===== src/rtl/packet_hex_streamer_pkg.sv =====
// Shared types and constants for the packet hex streamer.
// States, ASCII codes and packet byte-count helper.
package packet_hex_streamer_pkg;

    typedef enum logic [2:0] {
        IDLE    = 3'd0,
        LOAD    = 3'd1,
        EMIT_HI = 3'd2,
        EMIT_LO = 3'd3,
        CSUM_HI = 3'd4,
        CSUM_LO = 3'd5,
        TERM_CR = 3'd6,
        TERM_LF = 3'd7
    } state_t;

    localparam logic [7:0] ASCII_CR   = 8'h0D;
    localparam logic [7:0] ASCII_LF   = 8'h0A;
    localparam logic [7:0] ASCII_ZERO = 8'h30;
    localparam logic [7:0] ASCII_A    = 8'h41;

    function automatic int byte_count(input int bits);
        return bits / 8;
    endfunction

endpackage


===== src/rtl/packet_hex_streamer_hex_nibble_encoder.sv =====
// Combinational 4-bit value to uppercase ASCII hex character.
// 0-9 -> '0'-'9', 10-15 -> 'A'-'F'.
module hex_nibble_encoder
    import packet_hex_streamer_pkg::*;
(
    input  logic [3:0] nibble,
    output logic [7:0] ascii
);

    always_comb begin
        ascii = ASCII_ZERO + {4'h0, nibble};
        if (nibble > 4'd9) begin
            ascii = ASCII_A + {4'h0, nibble} - 8'd10;
        end
    end

endmodule


===== src/rtl/packet_hex_streamer.sv =====
// Buffers one packet and streams it MSB-first as hex or raw bytes
// with a trailing checksum over a valid/ready byte interface.
module packet_hex_streamer
    import packet_hex_streamer_pkg::*;
#(
    parameter int PACKET_SIZE = 256,
    parameter bit BINARY      = 1'b0
) (
    input  logic                   clk,
    input  logic                   reset,
    input  logic                   enable,
    input  logic [PACKET_SIZE-1:0] pkt_data,
    input  logic                   pkt_valid,
    output logic                   pkt_ready,
    output logic [7:0]             tx_byte,
    output logic                   tx_valid,
    input  logic                   tx_ready,
    output logic                   busy,
    output logic                   overrun,
    input  logic                   overrun_clr
);

    localparam int NB = byte_count(PACKET_SIZE);
    localparam int CW = (NB > 1) ? $clog2(NB) : 1;

    state_t                 state;
    logic [PACKET_SIZE-1:0] shadow;
    logic                   shadow_full;
    logic [PACKET_SIZE-1:0] shift;
    logic [PACKET_SIZE-1:0] shifted;
    logic [CW-1:0]          count;
    logic [7:0]             csum;
    logic [7:0]             csum_next;
    logic [3:0]             nibble;
    logic [7:0]             ascii;
    logic                   accept;
    logic                   take;
    logic                   drop;

    hex_nibble_encoder u_enc (
        .nibble (nibble),
        .ascii  (ascii)
    );

    assign accept    = tx_valid && tx_ready;
    // LOAD frees the shadow on this edge, so a same-cycle request fits.
    assign take      = enable && pkt_valid && (!shadow_full || state == LOAD);
    assign drop      = enable && pkt_valid && shadow_full && state != LOAD;
    assign pkt_ready = !shadow_full;
    assign busy      = (state != IDLE);

    // Character that follows the current one, prepared for the next edge.
    always_comb begin
        csum_next = csum + shift[PACKET_SIZE-1 -: 8];
        shifted   = shift << 8;
        nibble    = 4'h0;
        case (state)
            LOAD:    nibble = shadow[PACKET_SIZE-1 -: 4];
            EMIT_HI: nibble = shift[PACKET_SIZE-5 -: 4];
            EMIT_LO: nibble = (count == '0) ? csum_next[7:4]
                                            : shifted[PACKET_SIZE-1 -: 4];
            CSUM_HI: nibble = csum[3:0];
            default: nibble = 4'h0;
        endcase
    end

    always_ff @(posedge clk or posedge reset) begin
        if (reset) begin
            state       <= IDLE;
            shadow      <= '0;
            shadow_full <= 1'b0;
            shift       <= '0;
            count       <= '0;
            csum        <= '0;
            tx_byte     <= '0;
            tx_valid    <= 1'b0;
            overrun     <= 1'b0;
        end else begin
            if (drop) begin
                overrun <= 1'b1;
            end else if (overrun_clr) begin
                overrun <= 1'b0;
            end

            if (!enable) begin
                state       <= IDLE;
                tx_valid    <= 1'b0;
                shadow_full <= 1'b0;
            end else begin
                if (take) begin
                    shadow      <= pkt_data;
                    shadow_full <= 1'b1;
                end else if (state == LOAD) begin
                    shadow_full <= 1'b0;
                end

                case (state)
                    IDLE: begin
                        if (shadow_full) begin
                            state <= LOAD;
                        end
                    end
                    LOAD: begin
                        shift    <= shadow;
                        csum     <= '0;
                        count    <= CW'(NB - 1);
                        tx_byte  <= BINARY ? shadow[PACKET_SIZE-1 -: 8]
                                           : ascii;
                        tx_valid <= 1'b1;
                        state    <= EMIT_HI;
                    end
                    EMIT_HI: begin
                        if (accept) begin
                            if (BINARY) begin
                                csum  <= csum_next;
                                shift <= shifted;
                                if (count == '0) begin
                                    state   <= CSUM_HI;
                                    tx_byte <= csum_next;
                                end else begin
                                    count   <= count - 1'b1;
                                    tx_byte <= shifted[PACKET_SIZE-1 -: 8];
                                end
                            end else begin
                                state   <= EMIT_LO;
                                tx_byte <= ascii;
                            end
                        end
                    end
                    EMIT_LO: begin
                        if (accept) begin
                            csum    <= csum_next;
                            shift   <= shifted;
                            tx_byte <= ascii;
                            if (count == '0) begin
                                state <= CSUM_HI;
                            end else begin
                                count <= count - 1'b1;
                                state <= EMIT_HI;
                            end
                        end
                    end
                    CSUM_HI: begin
                        if (accept) begin
                            if (BINARY) begin
                                tx_valid <= 1'b0;
                                state    <= IDLE;
                            end else begin
                                tx_byte <= ascii;
                                state   <= CSUM_LO;
                            end
                        end
                    end
                    CSUM_LO: begin
                        if (accept) begin
                            tx_byte <= ASCII_CR;
                            state   <= TERM_CR;
                        end
                    end
                    TERM_CR: begin
                        if (accept) begin
                            tx_byte <= ASCII_LF;
                            state   <= TERM_LF;
                        end
                    end
                    TERM_LF: begin
                        if (accept) begin
                            tx_valid <= 1'b0;
                            state    <= IDLE;
                        end
                    end
                    default: begin
                        tx_valid <= 1'b0;
                        state    <= IDLE;
                    end
                endcase
            end
        end
    end

endmodule

===== config.mk =====
export PLATFORM = sky130hd
export DESIGN_NAME = packet_hex_streamer
export DESIGN_NICKNAME = d
export VERILOG_FILES = /design/src/rtl/packet_hex_streamer_pkg.sv /design/src/rtl/packet_hex_streamer_hex_nibble_encoder.sv /design/src/rtl/packet_hex_streamer.sv
export SDC_FILE = /design/constraint.sdc
export NUM_CORES = 1
export LEC_CHECK = 0
export ABC_AREA = 1
export CELL_PAD_IN_SITES_DETAIL_PLACEMENT = 2
export CELL_PAD_IN_SITES_GLOBAL_PLACEMENT = 2
export CORE_AREA = 8 8 365 189
export DETAILED_ROUTE_END_ITERATION = 10
export DIE_AREA = 0 0 373 197
export HOLD_SLACK_MARGIN = 0.06
export PLACE_DENSITY_LB_ADDON = 0.1
export SKIP_LAST_GASP = 1
export SLEW_MARGIN = 20
export SYNTH_ARGS = -nofsm -noshare
export SYNTH_HDL_FRONTEND = slang
export SYNTH_SLANG_ARGS = --single-unit

===== constraint.sdc =====
create_clock -name clk -period 24.7 [get_ports clk]
set_clock_uncertainty 0.05 [all_clocks]
set_input_delay 6.175 -clock clk [delete_from_list [all_inputs] [get_ports clk]]
set_output_delay 6.175 -clock clk [all_outputs]
set_load 0.1 [all_outputs]

Yosys cells after proc, flatten, opt, wreduce, memory -nomap -nowiden
Index checks and enable logic that the tools add are counted.
- $add $sub $neg: 5
- $lt $le $gt $ge: 1
- equal/unequal tests: 22
- mux-type cells: 32
- reduce and logical (&&, ||, !) cells: 20
- operators by type and width (kind ; number):
    $pmux W256 S2 ; 1
    $mux W256 ; 1
    $mux W8 ; 5
    $pmux W8 S4 ; 1
    $mux W3 ; 9
    $pmux W3 S8 ; 1
    $ne A3 B3 Y1 const B ; 7
    $pmux W4 S4 ; 1
    $pmux W8 S2 ; 1
    $eq A3 B3 Y1 const B ; 4
    $mux W5 ; 2
    $pmux W5 S2 ; 1
    $ne A3 B1 Y1 const B ; 3
    $add A7 B4 Y8 const A ; 1
    $add A8 B8 Y8 ; 1
    $ne A2 B2 Y1 const B ; 4
    $sub A8 B4 Y8 const B ; 1
    $add A6 B4 Y7 const A ; 1
    $mux W1 ; 7
    $reduce_and A7 Y1 ; 1
    $eq A3 B2 Y1 const B ; 2
    $logic_and A1 B1 Y1 ; 5
    $logic_not A5 Y1 ; 1
    $reduce_and A5 Y1 ; 1
    16 further kinds ; 18
- register bits after elaboration: 539
- input bits: 262
- logic and storage cells: 89

Logic depth before layout (Yosys ltp)
- depth in word-level cells: 8
- mapped depth: 17
- mapped depth without buffers: 17

Modules after synthesis
A second synthesis with hierarchy kept.
- cell total of the unflattened synthesis: 2987
- area total of the unflattened synthesis: 25191.7 um^2
- by module, submodules not included (module ; times used ; cells each ; area each (um^2)):
    packet_hex_streamer ; 1 ; 2966 ; 25060.3
    hex_nibble_encoder ; 1 ; 21 ; 131.4

Worst setup path after synthesis
OpenSTA, ideal clock, no wires.
- kind: reg-to-output
- from: register state[2]
- to: output port busy
- arrival time: 1225 ps
- path slack: 17250 ps
- cell stages (with the launch flop): 3
- path buffers: 0
- cell sequence: dfrtp_1 > inv_2 > nand2_1
- word-level cells in the longest chain between the ends: 1
- ends and longest elaborated chain (item ; line ; RTL):
    start, declared ; packet_hex_streamer.sv:26 ; state_t state;
    start signal, assigned ; packet_hex_streamer.sv:69 ; state <= IDLE;
    start signal, assigned ; packet_hex_streamer.sv:86 ; state <= IDLE;
    start signal, assigned ; packet_hex_streamer.sv:100 ; state <= LOAD;
    $reduce_bool A3 Y1 ; packet_hex_streamer.sv:50 ; assign busy = (state != IDLE);
    end, declared ; packet_hex_streamer.sv:18 ; output logic busy,
Every way passes these cells.

Worst setup path after layout
- from: input port enable
- to: register shift[106]
- word-level cells in the longest chain between the ends: 1
- ends and longest elaborated chain (item ; line ; RTL):
    start, declared ; packet_hex_streamer.sv:11 ; input logic enable,
    $reduce_and A3 Y1 (no line) ; n/a ;
    end signal, assigned ; packet_hex_streamer.sv:104 ; shift <= shadow;
    end signal, assigned ; packet_hex_streamer.sv:116 ; shift <= shifted;
    end signal, assigned ; packet_hex_streamer.sv:133 ; shift <= shifted;
    end, declared ; packet_hex_streamer.sv:29 ; logic [PACKET_SIZE-1:0] shift;
Every way passes these cells.
A chain may end at the register's enable or synchronous reset.

==> impl_results.md <==
* Layout cells sized above 1 at 0.0514
* Final HPWL DP at approximately 46000 microns
* RSZ-0062 raised after global routing: no
* H-tree Lvls at 2
* Adder-cell share of the synthesized area at 0.00675
* CP arrival at about 11 ns
* Setup bufs post-CTS at 0
* Rel. slew slack at 0.308
* GRT Util Overall at 0.182
* Global-route wire length before repair at between 100000 and 150000 microns
* Yosys warnings at 0
* Main combinational cell family by area after synthesis: compound AO/OA/AOI/OAI gates
* Post-route setup TNS at 0 ns
* Vias per cell at between 5 and 6
* Chip width at about 370 microns
* Mapped Nets at between 2000 and 2500
* Maximum VDD drop at between 0.05 and 0.06 mV
* Worst-Skew Late Latency at 0.59 ns
* Final WS setup at 13.93 ns
* Status: finished, final reports clean
* Maximum clock path buffer count at 3
* Top-count cell post-synth: dfrtp_1
* Leak Pwr at ~12 nW
* Wirelength per Cell at 20.6 microns
* FILL cells at around 6500
* Initial core utilization at 0.365
* Grt total ovfl at 0
* Worst Tran Pin Value at a little over 1 ns
* Post-synth top area share at 0.576
* Simple-gate share of the synthesized area at 0.0736
* Avg Inst Size Synth at 10.6 sq um
* Site Rows at between 60 and 70
* Commonest register cell after synthesis: dfrtp_1
* Period utilization at 0.436
* Largest net degree at the start of global routing at 187
* Initial antenna violation count at 9
* Hold-fix buffers at CTS at 0
* EDFF count, synth at 0
* Die Ht at about 200 microns
* FFs w/ async S/R, synth at 1.00
* XOR/XNOR Fraction of Synth Area at 0.00112
* Total power at slightly above 0.003 W
* Die ar. at around 73000 sq um
* GPL Wtd Cong at 0.791
* Setup CP Type: in2reg
* CTS resizes at 0
* DRT Wirelength at between 60000 and 70000 microns
* Crit-path max FO at 107
* Area growth, synth to finish at 21.0%
* Max-cap violation count at 0
* Mux share of post-synthesis cell area at 0.119
* Post-synthesis cell count at about 2200
* Post-synth top area cell: dfrtp_1
* Yosys reg bits at ~540
* DR vias at ~17000
* Post-place setup slack at ~13 ns
* Std-Cell Core Area at 64000 sq um
* DRC at 0
* Final slew viol count at 0
* Startpoint Class: input pin
* Vias in the first global route at 18600
* Synthesized area at approximately 23000 sq um
* Synth top area cells: dfrtp_1, mux2_1, o211ai_1, nand2_1, inv_1
* Worst Path Required at ~25 ns
* Clock buffer count from CTS at 51
* Clock slew at reported path FFs at 0.07 ns
* I/O Pins at about 270
* Top post-synthesis cells by count: dfrtp_1, nand2_1, inv_1
* Final Net Count at ~2700
* Synth Area in Compound Gates at 0.140
* Worst Hold Class: reg2reg
* CTS sink cnt at around 540
* Post-route ant nets at 0
* CTS tree: done
* Fmax at 92.9 MHz
* Final setup fails at 0
* Synth cell types at 37
* Iteration-0 DRC Markers at around 870
* Pwr per Cell Area at ~110 nW/um^2
* Pre-Repair DR Iteration Count at 5
* Min cycle time layout at 10.77 ns
* Worst Setup End Kind: register
* Clock Tree Root: clkbuf_16
* PortBufs at about 270
* Register area share after synthesis at 0.576
* Hold Vio Cnt, Final at 0
## registers in the layout, indices dropped and copies added (netlist names)
register,count
tx_valid,1
csum,8
state,3
shift,256
shadow,256
tx_byte,7
overrun,1
count,5
shadow_full,1
## worst max-delay path, stage by stage
cell and delay, ns:
clkdlybuf4s50_1 0.63, inv_1 0.12, nor2_1 0.20, nand2_1 0.33
nand2_8 0.60, buf_4 0.75, buf_4 0.87, buf_4 0.90
o211ai_1 0.24, o21ai_1 0.18
## power breakdown
group / total, W / leakage, nW / switching [W] / internal (W)
clock network: 0.000809 / 0.832 / 0.000350 / 0.000458
registers: 0.00139 / 6.46 / 0.000155 / 0.00123
logic: 0.000859 / 4.66 / 0.000547 / 0.000311
total: 0.00306 / 11.9 / 0.00105 / 0.00200
## cell usage in the layout, fill, tap and decap left out, types with 2 or more instances in the layout
cell             count
inv_1              287
nand4_1              4
xnor2_1              2
nor2_1              44
clkbuf_8            11
buf_12               3
o211ai_1           234
nand2_1            336
dfrtp_1            538
inv_2                2
nand3_1             35
nor3_2               2
a31oi_1              9
nor3_1               2
mux2_1             233
buf_4               14
mux2_2              15
bufinv_16            4
o21ai_1            104
diode_2              2
ha_1                11
clkdlybuf4s50_1    272
clkbuf_1             8
clkbuf_16           52
buf_16               3
o21ai_0            147
clkinv_2             9
nand3b_1             2
o22ai_1             10
a21oi_1             21
## path summary, 6_finish.rpt
kind	to	cells after the start	start	slack, ns
min in group asynchronous	shadow[64]	2	reset	6.02
worst min register to register	tx_byte[4]	2	tx_byte[4]	0.43
max in group asynchronous	shadow[190]	4	reset	16.55
worst max register to register	shift[106]	10	state[1]	19.09
worst min-delay path	tx_byte[4]	2	tx_byte[4]	0.43
worst max-delay path	shift[106]	10	enable	13.93
## cell families (layout without fill, tap and decap cells)
kind of cell / count (synthesis) / after routing
compound gates: 530 / 530
xor+xnor: 3 / 3
fa+ha+maj: 12 / 12
buf+inv: 434 / 668
flops: 538 / 538
mux: 248 / 248
other cells: 1 / 3
simple gates: 431 / 431
## per-stage QoR
step | instance area, sq um | utilization | hold slack [ns] | std cells
after floorplan | 23400 | - | 0.406 | 2197
after global placement | 26500 | 0.414 | 0.417 | 3192
after detailed placement | 26600 | 0.415 | 0.423 | 3194
after CTS | 28200 | 0.441 | 0.442 | 3280
after global routing | 28300 | 0.442 | 0.460 | 3283
final | 28300 | 0.442 | 0.435 | 3283
## layout make-up
class,instances,area [sq um],area share
antenna,2,5.00,0.000177
clock buffer,71,1480,0.0524
clock inverter,15,190,0.00673
inverter,290,1100,0.0388
multi-input combinational,1225,8010,0.283
sequential,538,13500,0.476
tap,850,1060,0.0376
timing repair buffer,292,2970,0.105
## per-layer routing
metal  up-vias  track usage  routed length (microns)
met2       189        0.296                    31600
met1      8558        0.257                    32800
met3        83       0.0332                     2280
li1       7768            -                        -
met5         -            0                       28
met4         6       0.0348                     1080
No activity file was read; power rests on OpenSTA's default activity.
